**src/rtl/armleocpu_fetch.sv**
```systemverilog
// armleocpu_fetch: instruction fetch stage driving the cache and feeding decode through a one-entry bundle buffer
module armleocpu_fetch #(
  parameter logic [31:0] RESET_VECTOR = 32'h0000_2000
) (
  input  logic        clk,
  input  logic        rst_n,
  output logic [1:0]  c_cmd,
  output logic [31:0] c_address,
  input  logic        c_done,
  input  logic [3:0]  c_response,
  input  logic [31:0] c_load_data,
  input  logic        interrupt_pending,
  input  logic        dbg_mode,
  output logic        dbg_pipeline_busy,
  output logic        f2d_valid,
  output logic [1:0]  f2d_type,
  output logic [31:0] f2d_instr,
  output logic [31:0] f2d_pc,
  output logic [3:0]  f2d_resp,
  input  logic        d2f_ready,
  input  logic [1:0]  d2f_cmd,
  input  logic [31:0] d2f_branchtarget
);
  typedef enum logic [1:0] {S_FETCH, S_WAIT, S_FLUSHING, S_STALL} state_t;
  state_t state, state_nxt;
  logic [31:0] pc, pend_target, eff_target;
  logic kill, pend_flush, eff_flush;
  logic redirect, consume, buf_free, can_issue, take_irq, issue, outstanding, read_ok, apply_redirect;
  assign redirect = d2f_ready && (d2f_cmd == 2'd1 || d2f_cmd == 2'd2);
  assign consume = f2d_valid && d2f_ready;
  assign buf_free = !f2d_valid || (consume && d2f_cmd == 2'd0);
  assign can_issue = rst_n && state == S_FETCH && !dbg_mode && !redirect && buf_free;
  assign take_irq = can_issue && interrupt_pending;
  assign issue = can_issue && !interrupt_pending;
  assign outstanding = state == S_WAIT || state == S_FLUSHING;
  // a completing read only delivers if no redirect arrived while it was in flight
  assign read_ok = c_done && !kill && !redirect && (issue || state == S_WAIT);
  // an in-flight command must finish before the redirect takes effect
  assign apply_redirect = outstanding ? (c_done && (kill || redirect)) : redirect;
  assign eff_flush = redirect ? (d2f_cmd == 2'd1) : pend_flush;
  assign eff_target = redirect ? d2f_branchtarget : pend_target;
  always_ff @(posedge clk or negedge rst_n) begin
    if (!rst_n) state <= S_FETCH;
    else state <= state_nxt;
  end
  always_comb begin
    state_nxt = apply_redirect ? (eff_flush ? S_FLUSHING : S_FETCH)
      : read_ok ? ((c_response != 4'd0) ? S_STALL : S_FETCH)
      : take_irq ? S_STALL
      : issue ? S_WAIT
      : (outstanding && c_done) ? S_FETCH
      : state;
  end
  always_comb begin
    c_cmd = (state == S_FLUSHING) ? 2'd2 : (state == S_WAIT || issue) ? 2'd1 : 2'd0;
    c_address = pc;
    dbg_pipeline_busy = f2d_valid || c_cmd != 2'd0;
  end
  always_ff @(posedge clk or negedge rst_n) begin
    if (!rst_n) begin
      pc <= RESET_VECTOR;
      kill <= 1'b0;
      pend_flush <= 1'b0;
      pend_target <= 32'd0;
      f2d_valid <= 1'b0;
      f2d_type <= 2'd0;
      f2d_instr <= 32'd0;
      f2d_pc <= 32'd0;
      f2d_resp <= 4'd0;
    end else begin
      if (apply_redirect) pc <= eff_target;
      else if (read_ok && c_response == 4'd0) pc <= pc + 32'd4;
      kill <= outstanding && !c_done && (kill || redirect);
      if (outstanding && !c_done && redirect) begin
        pend_flush <= d2f_cmd == 2'd1;
        pend_target <= d2f_branchtarget;
      end
      if (read_ok || take_irq) begin
        f2d_valid <= 1'b1;
        f2d_type <= take_irq ? 2'd1 : 2'd0;
        f2d_instr <= take_irq ? 32'd0 : c_load_data;
        f2d_pc <= pc;
        f2d_resp <= take_irq ? 4'd0 : c_response;
      end else if (consume || redirect) begin
        f2d_valid <= 1'b0;
      end
    end
  end
endmodule

```
**config.mk**
```make
export PLATFORM = sky130hd
export DESIGN_NAME = armleocpu_fetch
export DESIGN_NICKNAME = d
export VERILOG_FILES = /design/src/rtl/armleocpu_fetch.sv
export SDC_FILE = /design/constraint.sdc
export NUM_CORES = 1
export LEC_CHECK = 0
export CAP_MARGIN = 20
export CORE_AREA = 2 2 126 128
export CTS_CLUSTER_DIAMETER = 50
export CTS_CLUSTER_SIZE = 20
export DETAILED_ROUTE_END_ITERATION = 16
export DIE_AREA = 0 0 128 130
export GPL_TIMING_DRIVEN = 0
export PLACE_DENSITY = 0.75
export SLEW_MARGIN = 20
export SYNTH_ARGS = -nofsm -noshare
export SYNTH_HDL_FRONTEND = slang
export SYNTH_SLANG_ARGS = --single-unit
```
**constraint.sdc**
```tcl
create_clock -name clk -period 3.4 [get_ports clk]
set_clock_uncertainty 0.1 [all_clocks]
set_input_delay 1.02 -clock clk [delete_from_list [all_inputs] [get_ports clk]]
set_output_delay 1.02 -clock clk [all_outputs]
set_load 0.02 [all_outputs]
```
== After elaboration in Yosys (flattened, before gate mapping) ==
Index checks and enable logic that the tools add are counted.

* Flip-flop bits (word level): 139
* Output and inout port bits: 106
* Logic and storage cells: 74

* Add/sub/neg operators: 1
* Equal/unequal tests: 4
* Muxes and demuxes: 19
* Reduce and logical (&&, ||, !) cells: 40

{| class="wikitable"
|+ Operators by type and width
! cell !! count
|-
| two-way mux 32 bit || 4
|-
| adder 32 x 3 -> 32 bit, second input constant || 1
|-
| logical AND 1 bit || 18
|-
| two-way mux 2 bit || 8
|-
| logical OR 1 bit || 8
|-
| zero test 1 bit || 6
|-
| two-way mux 1 bit || 6
|-
| nonzero test 2 bit || 3
|-
| nonzero test 5 bit || 1
|-
| == test 2 x 1 -> 1 bit, second input constant || 2
|-
| == test 2 bit, second input constant || 2
|-
| zero test 2 bit || 2
|-
| zero test 4 bit || 1
|-
| two-way mux 4 bit || 1
|-
| nonzero test 4 bit || 1
|}

== Longest topological paths before layout ==
* Depth after elaboration: 12
* Mapped depth: 9

== Worst setup path after synthesis ==
OpenSTA, ideal clock, no wires.

* Path type: input port to output port
* Start point: in d2f_cmd[1]
* End point: out dbg_pipeline_busy
* Arrival time: 2.399 ns
* Setup slack: -0.119 ns
* Stages: 8
* Buffers on the path: 2
* Cell sequence: inv_1 ha_1 and2_1 clkbuf_1 clkbuf_1 nor3_1 nor2_1 nand2_1

* Longest elaborated chain between the ends: 12

{| class="wikitable"
|+ RTL lines
! what !! line !! RTL
|-
| from (decl) || 21 || <nowiki>input logic [1:0] d2f_cmd,</nowiki>
|-
| == test 2 x 1 -> 1 bit / == test 2 bit (equally long branches) || 29 || <nowiki>assign redirect = d2f_ready && (d2f_cmd == 2'd1 || d2f_cmd == 2'd2);</nowiki>
|-
| logical OR 1 bit || 29 ||
|-
| logical AND 1 bit || 29 ||
|-
| zero test 1 bit || 32 || <nowiki>assign can_issue = rst_n && state == S_FETCH && !dbg_mode && !redirect && buf_free;</nowiki>
|-
| logical AND 1 bit || 32 ||
|-
| logical AND 1 bit (*) || 32 ||
|-
| logical AND 1 bit (*) || 34 || <nowiki>assign issue = can_issue && !interrupt_pending;</nowiki>
|-
| logical OR 1 bit (*) || 55 || <nowiki>c_cmd = (state == S_FLUSHING) ? 2'd2 : (state == S_WAIT || issue) ? 2'd1 : 2'd0;</nowiki>
|-
| two-way mux 1 bit (*) || 55 ||
|-
| two-way mux 2 bit (*) || 55 ||
|-
| nonzero test 2 bit (*) || 57 || <nowiki>dbg_pipeline_busy = f2d_valid || c_cmd != 2'd0;</nowiki>
|-
| logical OR 1 bit (*) || 57 ||
|-
| to (decl) || 14 || <nowiki>output logic dbg_pipeline_busy,</nowiki>
|}

Every way passes the cells marked *; elsewhere a longest branch is shown, timed or not.

== Worst setup path after layout ==
* Start point: in d2f_cmd[0]
* End point: out c_cmd[0]

* Longest elaborated chain between the ends: 10

{| class="wikitable"
|+ RTL lines
! what !! line !! RTL
|-
| == test 2 x 1 -> 1 bit / == test 2 bit (equally long branches) || 29 ||
|-
| logical OR 1 bit || 29 ||
|-
| logical AND 1 bit || 29 ||
|-
| zero test 1 bit || 32 ||
|-
| logical AND 1 bit || 32 ||
|-
| logical AND 1 bit (*) || 32 ||
|-
| logical AND 1 bit (*) || 34 ||
|-
| logical OR 1 bit (*) || 55 ||
|-
| two-way mux 1 bit (*) || 55 ||
|-
| two-way mux 2 bit (*) || 55 ||
|-
| to (decl) || 7 || <nowiki>output logic [1:0] c_cmd,</nowiki>
|}

Marks and branches as above.

==> results.md <==
* Status: complete, no violations
* Largest area contributor in the netlist: dfrtp_1
* Max VDD drop at around 470 uV
* Launch point of the worst reg-to-reg path: state[1]
* Yosys cell types at 47
* Gate power share at 0.451
* Sw Share at 0.376
* Crit path capture type: output port
* Req. time, crit path at 2280 ps
* DRT iter0 DRCs at roughly 460
* Pleak at approximately 3.8 nW
* PwrDens at approximately 950 nW/um^2
* NetSw at approximately 3.4 mW
* Startpoint types: input port
* Final worst slack at 73.0 ps
* Int Power at 5.58 mW
* Reg2reg path depth at 8
* Critical Path AT at 2210 ps
* Yosys top cell area share at 0.535
* CTS tree: yes
* Vias post-DR at ~5600
* CP max-delay cell: or3_4
* Hold Vio Cnt, Final at 0
* Peak Freq at ~300 MHz
* M1 GR Usage at 0.306
* Nets at approximately 900
* Largest net degree at the start of global routing at between 40 and 50
* Worst reg-to-reg setup slack at 690 ps
* Pre-antenna DRT Iters at 5
* Hold WC Path Type: in -> async
* Seq/Total Area, Yosys at 0.539
* Clock Latency Late Sink at roughly 430 ps
* Clock-pin slew on the worst setup and hold paths at around 60 ps
* RSZ-0062 raised after global routing: false
* R2R Path End: f2d_pc[22]
* Top post-synthesis cells by count: dfrtp_1, nand2_1, mux2_2
* Tmin final at 3330 ps
* Busiest layer in global routing: met2
* FF+latch area at ~3500 um^2
* CP Max Fanout at 3
* Maximum root-to-sink buffer count at 2
* Filler instances at about 1300
* Largest cells by area after synthesis: dfrtp_1, mux2_2, nand2_1
* Chip width at around 130 um
* Slew at the pin closest to its max-slew limit at 786 ps
* GR Util All Layers at 0.228
* Die area at ~17000 um^2
* Slew HR at 0.476
* Post-Syn Instances at 603
* Fin. max-slew vios at 0
* Synth Warn # at 0
* Clock Power Share at 0.202
* PortBufs at 180
* Crit-path max cell delay at between 300 and 400 ps
* Syn-to-layout area delta at 46.3%
* Sink Count at between 100 and 150
* Total core area at approximately 15000 um^2
* Routability Congestion at 0.794
* Main synth FF type: dfrtp_1
* First-pass GRT wire length at around 29000 um
* M3 GR Usage at 0.0476
* Final setup viols at 0
* Met2 Resource Use GR at 0.368
* Number of max-cap violations at 0
* Vias per cell at 5.50
* TritonCTS Buffers at 17
* DP Wirelength at 12900 um
* Avg Cell Area, Syn at around 11 um^2
* Reg power frac at 0.347
* # DRC at 0
* Placed Cells at just under 1000
* Final Non-Filler Cells at around 1000
* Root Driver: clkbuf_16
* Layout cells sized above 1 at 0.168
* Vias in the first global route at about 5300
* Post-synth EDFFs at 0
* Final core occ at 0.608
* Starting Density at 0.415
* Cell with the most instances after synthesis: dfrtp_1
* Number of antenna violations at the first check in global routing at 0
* # diodes at 0
* CP Class: in -> out
* Num ports at 182
* Post-synth ARST share at 1.00
* # rows at 46
* Synthesized area at ~6400 um^2
* Fin crit share at 0.979
* Chip height at around 130 um
* Hold_buf cts at 0
* Seq cells post-synth at 138
* Dpl ws at -1420 ps
* Post-synthesis net count at approximately 690
* Multi-input gate area at ~2900 um^2
* Worst-path cell chain: buf_6 > inv_4 > ha_4 > a21boi_4 > or3_4 > nor3_4 > nor2_2 > nor2_2 > buf_6
* # H-tree levels at 4
* Antenna violation net count after detailed routing at 0
* Wire per inst at approximately 19 um
* WL final at roughly 19000 um
* Grt total ovfl at 0
-- cell type report --
class                           instances  share of cell area
Sequential cell                       138               0.368
Clock inverter                         11              0.0131
Multi-Input combinational cell        421               0.304
Buffer                                 35              0.0186
Tap cell                              192              0.0256
Inverter                                8             0.00374
Timing Repair Buffer                  193               0.218
Clock buffer                           21              0.0480
-- worst max-delay path: cells and delay by family --
kind | cells | cell delay (ps)
and+or+nand+nor | 4 | 710
buffers and inverters | 3 | 280
adders and majority gates | 1 | 130
AOI/OAI and AO/OA | 1 | 60
-- worst max-delay path by stage --
stage	start	endpoint	cells past startpoint
floorplan	d2f_cmd[1]	dbg_pipeline_busy	8
global placement	rst_n	c_cmd[0]	8
detailed placement	d2f_cmd[0]	dbg_pipeline_busy	10
CTS	d2f_cmd[1]	c_cmd[0]	10
global route	d2f_cmd[1]	c_cmd[0]	9
finish	d2f_cmd[0]	c_cmd[0]	9
-- cell families after synthesis --
group / after synthesis / share of synthesized area
multiplexers: 72 / 0.125
adder cells (fa/ha/maj): 6 / 0.0117
AND/OR/NAND/NOR: 205 / 0.161
other: 1 / 0.000585
flip-flops: 138 / 0.539
buffers and inverters: 44 / 0.0268
XOR/XNOR: 9 / 0.0123
AO/OA/AOI/OAI: 128 / 0.124
-- power groups by stage --
stage / combinational, mW / sequential, mW / clock (mW)
detailed placement: 3.96 / 3.11 / 0
finish: 4.03 / 3.10 / 1.80
CTS: 4.03 / 3.08 / 1.83
global placement: 3.88 / 3.08 / 0
floorplan: 1.47 / 3.70 / 0
global route: 4.30 / 3.21 / 1.91
-- metal layers --
metal	vias up	part of all wire
met1	2762	0.41
met5	-	0
met4	0	0.026
met2	208	0.50
li1	2599	-
met3	37	0.062
-- flip-flops by register name (all words and copies together) (netlist names) --
| register | flops |
|---|---|
| f2d_resp | 4 |
| f2d_instr | 32 |
| c_address | 32 |
| kill | 1 |
| pend_target | 32 |
| f2d_pc | 32 |
| pend_flush | 1 |
| f2d_valid | 1 |
| f2d_type | 1 |
| state | 2 |
-- metrics by stage --
step | power, mW | setup TNS, ps | area (um^2) | hold slack [ps]
floorplan | 5.17 | -32.1 | 6410 | 371
global placement | 6.96 | -1183850 | 8450 | 359
detailed placement | 7.06 | -73020 | 8490 | 383
CTS | 8.94 | -4.19 | 9320 | 307
global route | 9.42 | 0 | 9380 | 293
finish | 8.94 | 0 | 9380 | 307
-- placed cells by master (no fill, tap or decap), types with 3 or more instances in the layout --
| master | Yosys | final |
|---|---|---|
| ha_1 | 6 | 5 |
| a21o_1 | 3 | 3 |
| clkbuf_2 | 1 | 6 |
| clkbuf_1 | 30 | 26 |
| nor3_1 | 6 | 5 |
| mux2_2 | 65 | 65 |
| and2_1 | 31 | 30 |
| a21oi_1 | 49 | 49 |
| clkinv_2 | 0 | 3 |
| nor2_1 | 8 | 5 |
| nand4_1 | 8 | 8 |
| buf_4 | 1 | 8 |
| o211ai_1 | 6 | 6 |
| o21ai_0 | 15 | 15 |
| clkbuf_16 | 0 | 19 |
| and4_1 | 4 | 4 |
| buf_6 | 0 | 3 |
| dfrtp_1 | 137 | 137 |
| or4_1 | 6 | 6 |
| a211oi_1 | 26 | 26 |
| nor2_2 | 0 | 3 |
| clkdlybuf4s50_1 | 0 | 173 |
| nand2_1 | 97 | 96 |
| xnor2_1 | 8 | 8 |
| a31oi_1 | 16 | 16 |
| nand3_1 | 12 | 12 |
| nor4_1 | 4 | 3 |
| clkinvlp_4 | 0 | 4 |
| mux2i_1 | 7 | 7 |
| inv_1 | 8 | 6 |
| or3_1 | 18 | 17 |
| buf_1 | 3 | 3 |
| bufbuf_16 | 0 | 4 |
-- timing repair --
action                     CTS  global route
pin swaps                    5             5
setup buffers                6             1
resized for setup           40            15
cloned                       4             1
setup endpoints to repair   77            59
Power figures use the tool's default switching activity.
